File: config.mk
export PLATFORM = sky130hd
export DESIGN_NAME = mem_bus_arbiter
export DESIGN_NICKNAME = d
export VERILOG_FILES = /design/src/rtl/mem_bus_arbiter.sv
export SDC_FILE = /design/constraint.sdc
export NUM_CORES = 1
export LEC_CHECK = 0
export CAP_MARGIN = 20
export CORE_MARGIN = 3
export CORE_UTILIZATION = 30
export CTS_BUF_LIST = sky130_fd_sc_hd__clkbuf_4
export DETAILED_ROUTE_END_ITERATION = 10
export GPL_TIMING_DRIVEN = 0
export MAX_ROUTING_LAYER = met4
export PLACE_DENSITY = 0.7
export SYNTH_ARGS = -nofsm -noshare
export SYNTH_HDL_FRONTEND = slang
export SYNTH_SLANG_ARGS = --single-unit
File: constraint.sdc
create_clock -name clk -period 1.63 [get_ports clk]
set_input_delay 0.2445 -clock clk [delete_from_list [all_inputs] [get_ports clk]]
set_output_delay 0.2445 -clock clk [all_outputs]
set_load 0.01 [all_outputs]
File: src/rtl/mem_bus_arbiter.sv
`default_nettype none
// ============================================================================
// Module   : mem_bus_arbiter
// Purpose  : Shares one Wishbone-style bus between fetch and data ports,
//            with data priority, result holding, flush discard and timeout.
// Revision : 1.0 - initial release
// ============================================================================
module mem_bus_arbiter #(
    parameter int TIMEOUT = 255
) (
    input  logic        clk,
    input  logic        rst,
    input  logic        if_ce_i,
    input  logic [31:0] if_addr_i,
    input  logic        if_stall_i,
    output logic [31:0] if_data_o,
    output logic        if_stallreq_o,
    input  logic        mem_ce_i,
    input  logic        mem_we_i,
    input  logic [3:0]  mem_sel_i,
    input  logic [31:0] mem_addr_i,
    input  logic [31:0] mem_data_i,
    input  logic        mem_stall_i,
    output logic [31:0] mem_data_o,
    output logic        mem_stallreq_o,
    input  logic        flush_i,
    output logic        bus_cyc_o,
    output logic        bus_stb_o,
    output logic        bus_we_o,
    output logic [3:0]  bus_sel_o,
    output logic [31:0] bus_addr_o,
    output logic [31:0] bus_data_o,
    input  logic [31:0] bus_data_i,
    input  logic        bus_ack_i,
    output logic        bus_err_o
);

    localparam int CW = $clog2(TIMEOUT + 1);
    localparam logic [CW-1:0] C_CNT_LAST = CW'(TIMEOUT - 1);
    localparam logic [CW-1:0] C_CNT_ONE  = CW'(1);

    typedef enum logic [1:0] {
        ST_IDLE = 2'd0,
        ST_BUSY = 2'd1,
        ST_HOLD = 2'd2
    } state_t;

    state_t         r_state;
    logic           r_owner;
    logic           r_flushed;
    logic [CW-1:0]  r_cnt;
    logic [31:0]    r_result;

    logic w_hold_if;
    logic w_hold_mem;
    logic w_owner_stall;
    logic w_done;

    assign w_hold_if     = (r_state == ST_HOLD) && !r_owner;
    assign w_hold_mem    = (r_state == ST_HOLD) &&  r_owner;
    assign w_owner_stall = r_owner ? mem_stall_i : if_stall_i;
    assign w_done        = bus_ack_i || (r_cnt == C_CNT_LAST);

    assign if_stallreq_o  = if_ce_i  && !w_hold_if;
    assign mem_stallreq_o = mem_ce_i && !w_hold_mem;
    assign if_data_o      = w_hold_if  ? r_result : 32'd0;
    assign mem_data_o     = w_hold_mem ? r_result : 32'd0;

    always_ff @(posedge clk) begin
        if (!rst) begin
            r_state    <= ST_IDLE;
            r_owner    <= 1'b0;
            r_flushed  <= 1'b0;
            r_cnt      <= '0;
            r_result   <= 32'd0;
            bus_cyc_o  <= 1'b0;
            bus_stb_o  <= 1'b0;
            bus_we_o   <= 1'b0;
            bus_sel_o  <= 4'd0;
            bus_addr_o <= 32'd0;
            bus_data_o <= 32'd0;
            bus_err_o  <= 1'b0;
        end else begin
            bus_err_o <= 1'b0;
            case (r_state)
                ST_IDLE: begin
                    r_cnt <= '0;
                    if (!flush_i) begin
                        if (mem_ce_i) begin
                            r_owner    <= 1'b1;
                            bus_we_o   <= mem_we_i;
                            bus_sel_o  <= mem_sel_i;
                            bus_addr_o <= mem_addr_i;
                            bus_data_o <= mem_data_i;
                            bus_cyc_o  <= 1'b1;
                            bus_stb_o  <= 1'b1;
                            r_state    <= ST_BUSY;
                        end else if (if_ce_i) begin
                            r_owner    <= 1'b0;
                            bus_we_o   <= 1'b0;
                            bus_sel_o  <= 4'b1111;
                            bus_addr_o <= if_addr_i;
                            bus_data_o <= 32'd0;
                            bus_cyc_o  <= 1'b1;
                            bus_stb_o  <= 1'b1;
                            r_state    <= ST_BUSY;
                        end
                    end
                end
                ST_BUSY: begin
                    if (w_done) begin
                        bus_cyc_o <= 1'b0;
                        bus_stb_o <= 1'b0;
                        r_cnt     <= '0;
                        if (bus_ack_i) begin
                            bus_we_o <= 1'b0;
                        end else begin
                            bus_err_o <= 1'b1;
                        end
                        // A flush seen at any point in the cycle discards the result
                        if (r_flushed || flush_i) begin
                            r_flushed <= 1'b0;
                            r_state   <= ST_IDLE;
                        end else begin
                            r_result <= (bus_ack_i && !bus_we_o) ? bus_data_i : 32'd0;
                            r_state  <= ST_HOLD;
                        end
                    end else begin
                        r_cnt <= r_cnt + C_CNT_ONE;
                        if (flush_i) begin
                            r_flushed <= 1'b1;
                        end
                    end
                end
                ST_HOLD: begin
                    if (!w_owner_stall || flush_i) begin
                        r_state <= ST_IDLE;
                    end
                end
                default: begin
                    r_state <= ST_IDLE;
                end
            endcase
        end
    end

endmodule
`default_nettype wire
# Yosys cells after proc, flatten, opt, wreduce, memory -nomap -nowiden
# Index checks and enable logic that the tools add are counted.
# totals
latchBits	0
romBits	0
output_inout_bits	138
ram_bits	0
n_memories	0
word_cells	82
input_bits	141
register_bits	115
# op_classes
n_reduce_logical	24
bitwise	2
add_sub_neg	1
n_div	0
mul	0
mux	35
n_shift	0
eq_ne	9
magnitude_cmp	0
# ops
operator	count
$mux W32	7
$pmux W8 S2	1
$mux W1	15
$mux W2	6
$reduce_and A3 Y1	4
$add A8 B1 Y8 const B	1
$eq A8 B8 Y1 const B	1
$mux W4	2
$mux W8	1
$reduce_and A4 Y1	2
$ne A2 B2 Y1 const B	3
$pmux W2 S3	1
$reduce_bool A2 Y1	3
$logic_and A1 B1 Y1	5
$logic_not A1 Y1	5
$reduce_and A5 Y1	1
$ne A2 B1 Y1 const B	2
$pmux W1 S2	2
$logic_or A1 B1 Y1	3
$ne A3 B3 Y1 const B	1
$eq A2 B1 Y1 const B	1
$eq A2 B2 Y1 const B	1
$logic_not A2 Y1	1
$not A1 Y1	2

# Depth between registers and ports, before layout
# Gate-level depths: netlist of run 1.
# logic_depth
ltp_word	5
depth_mapped	7
depth_no_buf	6

# Least setup slack after synthesis of run 1
# Ideal clock, no wire load.
# synth_timing
path_type	reg-to-reg
from	register r_cnt[0]
to	register r_result[10]
synth_period_minus_slack_ns	1.676
slack_ns	-0.046
arrival_time_ns	1.606
stages_incl_launch_ff	8
required_time_ns	1.560
cell_sequence	dfxtp_1 -> inv_1 -> ha_1 -> and4_1 -> a21oi_1 -> clkbuf_1 -> o21ai_0 -> a21oi_1
# synth_between
elab_chain_len	3
# synth_rtl
item	line_no	rtl
from (decl)	51	logic [CW-1:0] r_cnt;
from (signal assigned)	129	r_cnt <= r_cnt + C_CNT_ONE;
$eq A8 B8 Y1	62	assign w_done = bus_ack_i || (r_cnt == C_CNT_LAST);
$logic_or A1 B1 Y1	62	
$reduce_and A3 Y1 (no line)	n/a	
to (signal assigned)	125	r_result <= (bus_ack_i && !bus_we_o) ? bus_data_i : 32'd0;
to (decl)	52	logic [31:0] r_result;
# Every way passes these cells.
# A chain may end at the register's enable or synchronous reset.

# Final worst setup path of run 1
# layout_timing
from	register r_owner
to	output mem_data_o[24]
# layout_between
elab_chain_len	2
# layout_rtl
item	line_no	rtl
from (decl)	49	logic r_owner;
from (signal assigned)	72	r_owner <= 1'b0;
from (signal assigned)	90	r_owner <= 1'b1;
from (signal assigned)	99	r_owner <= 1'b0;
$logic_and A1 B1 Y1	60	assign w_hold_mem = (r_state == ST_HOLD) && r_owner;
$mux W32	67	assign mem_data_o = w_hold_mem ? r_result : 32'd0;
to (decl)	24	output logic [31:0] mem_data_o,
# Every way passes these cells.

==> run metrics, run 1 <==
status=finished, violations left; failing checks=negative setup slack; H-tree Lvls=4; CP arrival=1840 ps; pre-CTS setup slack=-905 ps; placed insts=1104; chip width=135 um; # rows=46; Synth Instances=611; number of global-route vias before repair=5563; port bufs=277; final WL=20.8 mm; fin area=0.00938 sq mm; nets=1099; cts bufs inserted=17; worst hold start=mem_ce_i; CP max stage delay=380 ps; warnings from Yosys=0; pwr dens=674 mW/mm^2; peak supply drop=401 uV; Worst Setup End Kind=output port; largest area contributor in the netlist=dfxtp_1; 1st-pass router iterations=5; number of buffers and inverters on the critical path=4; grt ovf=0; worst clock skew=8.99 ps; Worst-Skew Late Latency=530 ps; Synth Flop Type=dfxtp_1; Static Leak=3.99 nW; WS Path Type=reg -> out; most frequent cell after synthesis=dfxtp_1; fraction of layout cells with a size suffix above 1=29.6%; area taken by multi-input logic gates=0.00284 sq mm; CTS Root Cell=clkbuf_4; DRT antenna net count=0; DP Area=0.00806 sq mm; Max Cap Viol=0; top-area cell type share of the netlist area=46.0%; synthesis-stage register bit count=115; RR Startpoint=r_state[0]; Synth area leaders=dfxtp_1 46%, and2_1 8.0%, a21oi_1 7.5%; worst path required time=1390 ps; Slew headroom=44.1%; crit path cell chain=and3b_2 > buf_8 > buf_6 > buf_6 > and2_4 > buf_6; Post-Layout Cell Count=1186; syn avg cell area=8.19 sq um; Hold Fails Final Rpt=0; setup violators final=67; Area Growth Syn to Fin=87.4%; first-pass GRT wire length=29.9 mm; total die area=0.0183 sq mm; Mapped Area=0.00501 sq mm; final worst slack=-454 ps; min Tclk post-route=2080 ps; crit path max fanout=6; initial core utilization=31.1%; Cell variety after synth=39; synthesized net count=754; initial antenna violation count=1; RSZ-0062 raised after global routing=yes; TritonCTS clock tree=done; most frequent cell on the critical path=buf_6; IO Count=279; Fmax=480 MHz; HP Class=in -> reg; synth cell count leaders=115 x dfxtp_1, 75 x a21oi_1, 73 x nand2_1, 64 x and2_1, 42 x nor2_1; vias after detailed routing=5774; Fillers=1425; CTS max path bufs=2; Max Slew Vio Count=0; Initial DRC Count=260; Hold Path Stages=3; R2R setup slack=-70 ps; Core Region=0.0161 sq mm; Post-synth EDFFs=0; clk slew on worst S/H paths=130 ps; asr flop ratio synth=0%; gr usage total=21.6%; clk sinks=115; reg2reg end=r_cnt[7]; drt wl/cell=17.5 um; routability cong.=0.852; average vias per placed instance=4.87; Worst path slowest cell=dfxtp_4; hold path endpoint=bus_addr_o[0]; reg2reg path depth=5; Reg area=0.00233 sq mm; crit start category=flip-flop; hpwl dp=14.5 mm; die span in y=135 um; delay-heaviest family, CP=buffers and inverters; period utilisation layout=128%; Post-route DRC=0; Final Util=58.2%; pin count of the biggest net entering global routing=17; sequential share of the synthesized area=46.0%; hold_buf cts=0; Least-Margin Pin Slew=839 ps
==> through the flow <==
stage | power (mW) | TNS, ps | hold WS, ps
after global placement | 4.30 | -119000 | 438
after global routing | 6.64 | -31380 | 207
after floorplan | 3.55 | -5.57 | 381
final | 6.32 | -25550 | 239
after detailed placement | 4.31 | -120670 | 443
after CTS | 6.24 | -29330 | 154
==> report_power, final <==
group | internal (mW) | leakage [nW] | switching, mW
clock | 0.639 | 0.132 | 1.28
sequential | 2.95 | 0.944 | 0.0858
combinational | 0.751 | 2.91 | 0.612
total | 4.34 | 3.99 | 1.98
==> worst reg2reg max path: cells and delay by family (launching register included) <==
kind | cells | cell delay (ps)
buffers and inverters | 1 | 130
AND/OR/NAND/NOR | 3 | 950
flip-flops | 1 | 380
AO/OA/AOI/OAI | 1 | 190
==> layer usage <==
metal,global-route usage (%),vias to the layer above,routed length (um)
met1,24.3,2680,8310
met4,6.10,0,277
met2,36.7,252,10500
li1,-,2817,-
met3,7.36,25,1710
met5,-,-,0
==> worst max path at each step <==
stage / endpoint / cells past startpoint / start
after global placement: if_data_o[11] / 5 / r_state[1]
final: mem_data_o[24] / 6 / r_owner
after CTS: mem_data_o[27] / 6 / r_state[0]
after global routing: if_data_o[26] / 6 / r_owner
after detailed placement: if_data_o[11] / 5 / r_state[1]
after floorplan: r_cnt[7] / 6 / r_cnt[0]
==> repair_timing <==
action                                  4_1_cts  5_1_grt
gates cloned                                  8        7
endpoints found under the hold margin         0        0
pin swaps                                    32       18
resized for setup                           470      180
endpoints found under the setup margin      246      174
buffers inserted                             27       13
==> logic make-up after synthesis <==
group | synth area share (%)
adders and majority gates | 0.500
and+or+nand+nor | 24.5
AOI/OAI and AO/OA | 17.9
DFF | 46.0
muxes | 6.60
buffers and inverters | 4.50
==> layout by cell type, fill, tap and decap left out, types with 19 or more instances in the layout <==
master and n:
mux2i_1 33, a211oi_1 25, clkdlybuf4s50_1 139, nor2_1 42
buf_6 77, dlygate4sd2_1 72, clkbuf_4 19, nand3_1 38
nand2_1 69, buf_4 27, dfxtp_1 106, a21oi_1 68
and2_4 54, o21ai_0 30
==> registers in the layout, indices dropped and copies added (netlist names) <==
signal      cells
bus_sel_o       4
r_owner         1
r_flushed       1
r_result       32
bus_addr_o     32
bus_stb_o       1
bus_we_o        1
r_state         2
r_cnt           8
bus_data_o     32
bus_err_o       1
==> cell type report <==
| class | instances | area share [%] |
|---|---|---|
| diodes | 1 | 0.0267 |
| plain buffers | 49 | 4.19 |
| clock buffers | 17 | 1.36 |
| clock inverters | 15 | 1.31 |
| inverters | 3 | 0.120 |
| multi-input cells | 441 | 30.2 |
| flip-flops and latches | 115 | 24.8 |
| well taps | 216 | 2.88 |
| repair buffers | 329 | 35.1 |
Power figures use the tool's default switching activity.
==> run 2, diff against run 1 <==
Settings changed: CAP_MARGIN 20 to 30, CORE_MARGIN 3 to not set.
==> run metrics, run 2 (synthesis gave the netlist of run 1 again) <==
status=finished, violations left; failing checks=negative setup slack; H-tree Lvls=4 (unchanged); hpwl dp=13.7 mm (-5.2%); average vias per placed instance=4.88 (+0.31%); WS Path Type=reg -> out; total design power=6.48 mW (+2.4%); pre-CTS setup slack=-890 ps (+15.4 ps); crit start category=flip-flop; number of global-route vias before repair=5537 (-0.47%); Post-route DRC=0 (unchanged); period utilisation layout=126% (-1.7 points); final worst slack=-426 ps (+27.4 ps); total die area=0.0172 sq mm (-5.8%); drt wl/cell=17.0 um (-3.0%); Max Cap Viol=0 (unchanged); cts bufs inserted=17 (unchanged); crit path max fanout=4 (-2); pin count of the biggest net entering global routing=17 (unchanged); port bufs=277 (unchanged); CTS max path bufs=2 (unchanged); vias after detailed routing=5738 (-0.62%); HP Class=in -> reg; commonest non-fill, non-tap cell in the layout=clkdlybuf4s50_1; DRT antenna net count=0 (unchanged); final WL=19.9 mm (-3.9%); largest registers=bus_addr_o: 32 flops, bus_data_o: 32 flops, r_result: 32 flops; TritonCTS clock tree=done; RSZ-0062 raised after global routing=yes; routability cong.=0.859 (+0.87%); first-pass GRT wire length=29.6 mm (-0.99%); grt ovf=0 (unchanged); Slew headroom=51.3% (+7.2 points); DP Area=0.00806 sq mm (unchanged); min Tclk post-route=2060 ps (-27.4 ps); worst clock skew=17.6 ps (+8.62 ps); IO Count=279 (unchanged); pwr dens=695 mW/mm^2 (+3.1%); fraction of layout cells with a size suffix above 1=28.7% (-0.88 points); Max Slew Vio Count=0 (unchanged); Worst-Skew Late Latency=540 ps (about the same); Fmax=486 MHz (+1.3%); Core Region=0.0161 sq mm (-0.36%); peak supply drop=394 uV (-1.8%); Reg area=0.00232 sq mm (-0.27%); Fin Setup TNS=-23550 ps (+2000 ps); gr usage total=22.8% (+1.2 points); Initial DRC Count=279 (+7.3%); clk sinks=115 (unchanged); chip width=131 um (-3.0%); Fillers=1404 (-1.5%); CP arrival=1810 ps (-30 ps); Static Leak=3.92 nW (-1.8%); Final Util=58.0% (-0.19 points); fin area=0.00932 sq mm (-0.68%); CTS Root Cell=clkbuf_4; 1st-pass router iterations=6 (+1); Least-Margin Pin Slew=731 ps (-108 ps); worst path required time=1390 ps (about the same); initial core utilization=31.2% (+0.11 points); R2R setup slack=-310 ps (-240 ps); Worst Setup End Kind=output port; initial antenna violation count=2 (+1); area taken by multi-input logic gates=0.00284 sq mm (about the same); setup violators final=94 (+40%); Hold Fails Final Rpt=0 (unchanged); # rows=46 (unchanged); die span in y=131 um (-3.0%); clk slew on worst S/H paths=120 ps (about the same); nets=1087 (-1.1%); Area Growth Syn to Fin=86.1%; most frequent cells in the layout=139 x clkdlybuf4s50_1, 109 x dfxtp_1, 76 x buf_6
run 2: per-stage QoR:
step | hold slack, ps | cells
after detailed placement | 446 | 1104
after CTS | 172 | 1159
after global placement | 438 | 1104
final | 241 | 1175
after global routing | 181 | 1175
after floorplan | 381 | 611
run 2: final cells by class:
cell class | instances | share of cell area, %
diodes | 2 | 0.0537
clock buffers | 17 | 1.37
multi-input cells | 440 | 30.4
repair buffers | 316 | 34.1
inverters | 3 | 0.121
well taps | 216 | 2.90
clock inverters | 15 | 1.68
flip-flops and latches | 115 | 24.9
plain buffers | 51 | 4.46
run 2: repair_timing:
item	CTS	global route
endpoints found under the setup margin	239	165
hold buffers	0	0
pin swaps	46	12
gates cloned	6	5
setup buffers	20	9
gates resized for setup	511	137
run 2: per-layer routing:
layer / part of all wire (%) / GRT usage (%) / wire, um / vias to the layer above
li1: - / - / - / 2786
met1: 42 / 25.9 / 8280 / 2646
met2: 49 / 37.7 / 9700 / 268
met3: 7.4 / 6.67 / 1480 / 38
met4: 2.5 / 8.95 / 492 / 0
met5: 0 / - / 0 / -
run 2: worst paths after layout:
kind,start,end,cells past startpoint
worst max-delay path,r_owner,mem_data_o[24],6
worst min-delay path,bus_data_i[11],r_result[11],3
worst max register to register,r_state[0],r_cnt[7],6
worst min register to register,bus_data_o[2],bus_data_o[2],2
run 2: power by group:
part           internal (mW)  switching, mW
combinational          0.709          0.592
clock                  0.916           1.23
sequential              2.95         0.0833
total                   4.58           1.90
run 2: worst max-delay path: stages (launching register included):
cell	delay, ps
dfxtp_4	380
and3b_2	260
buf_8	140
buf_6	120
buf_6	110
and2_4	160
buf_6	120
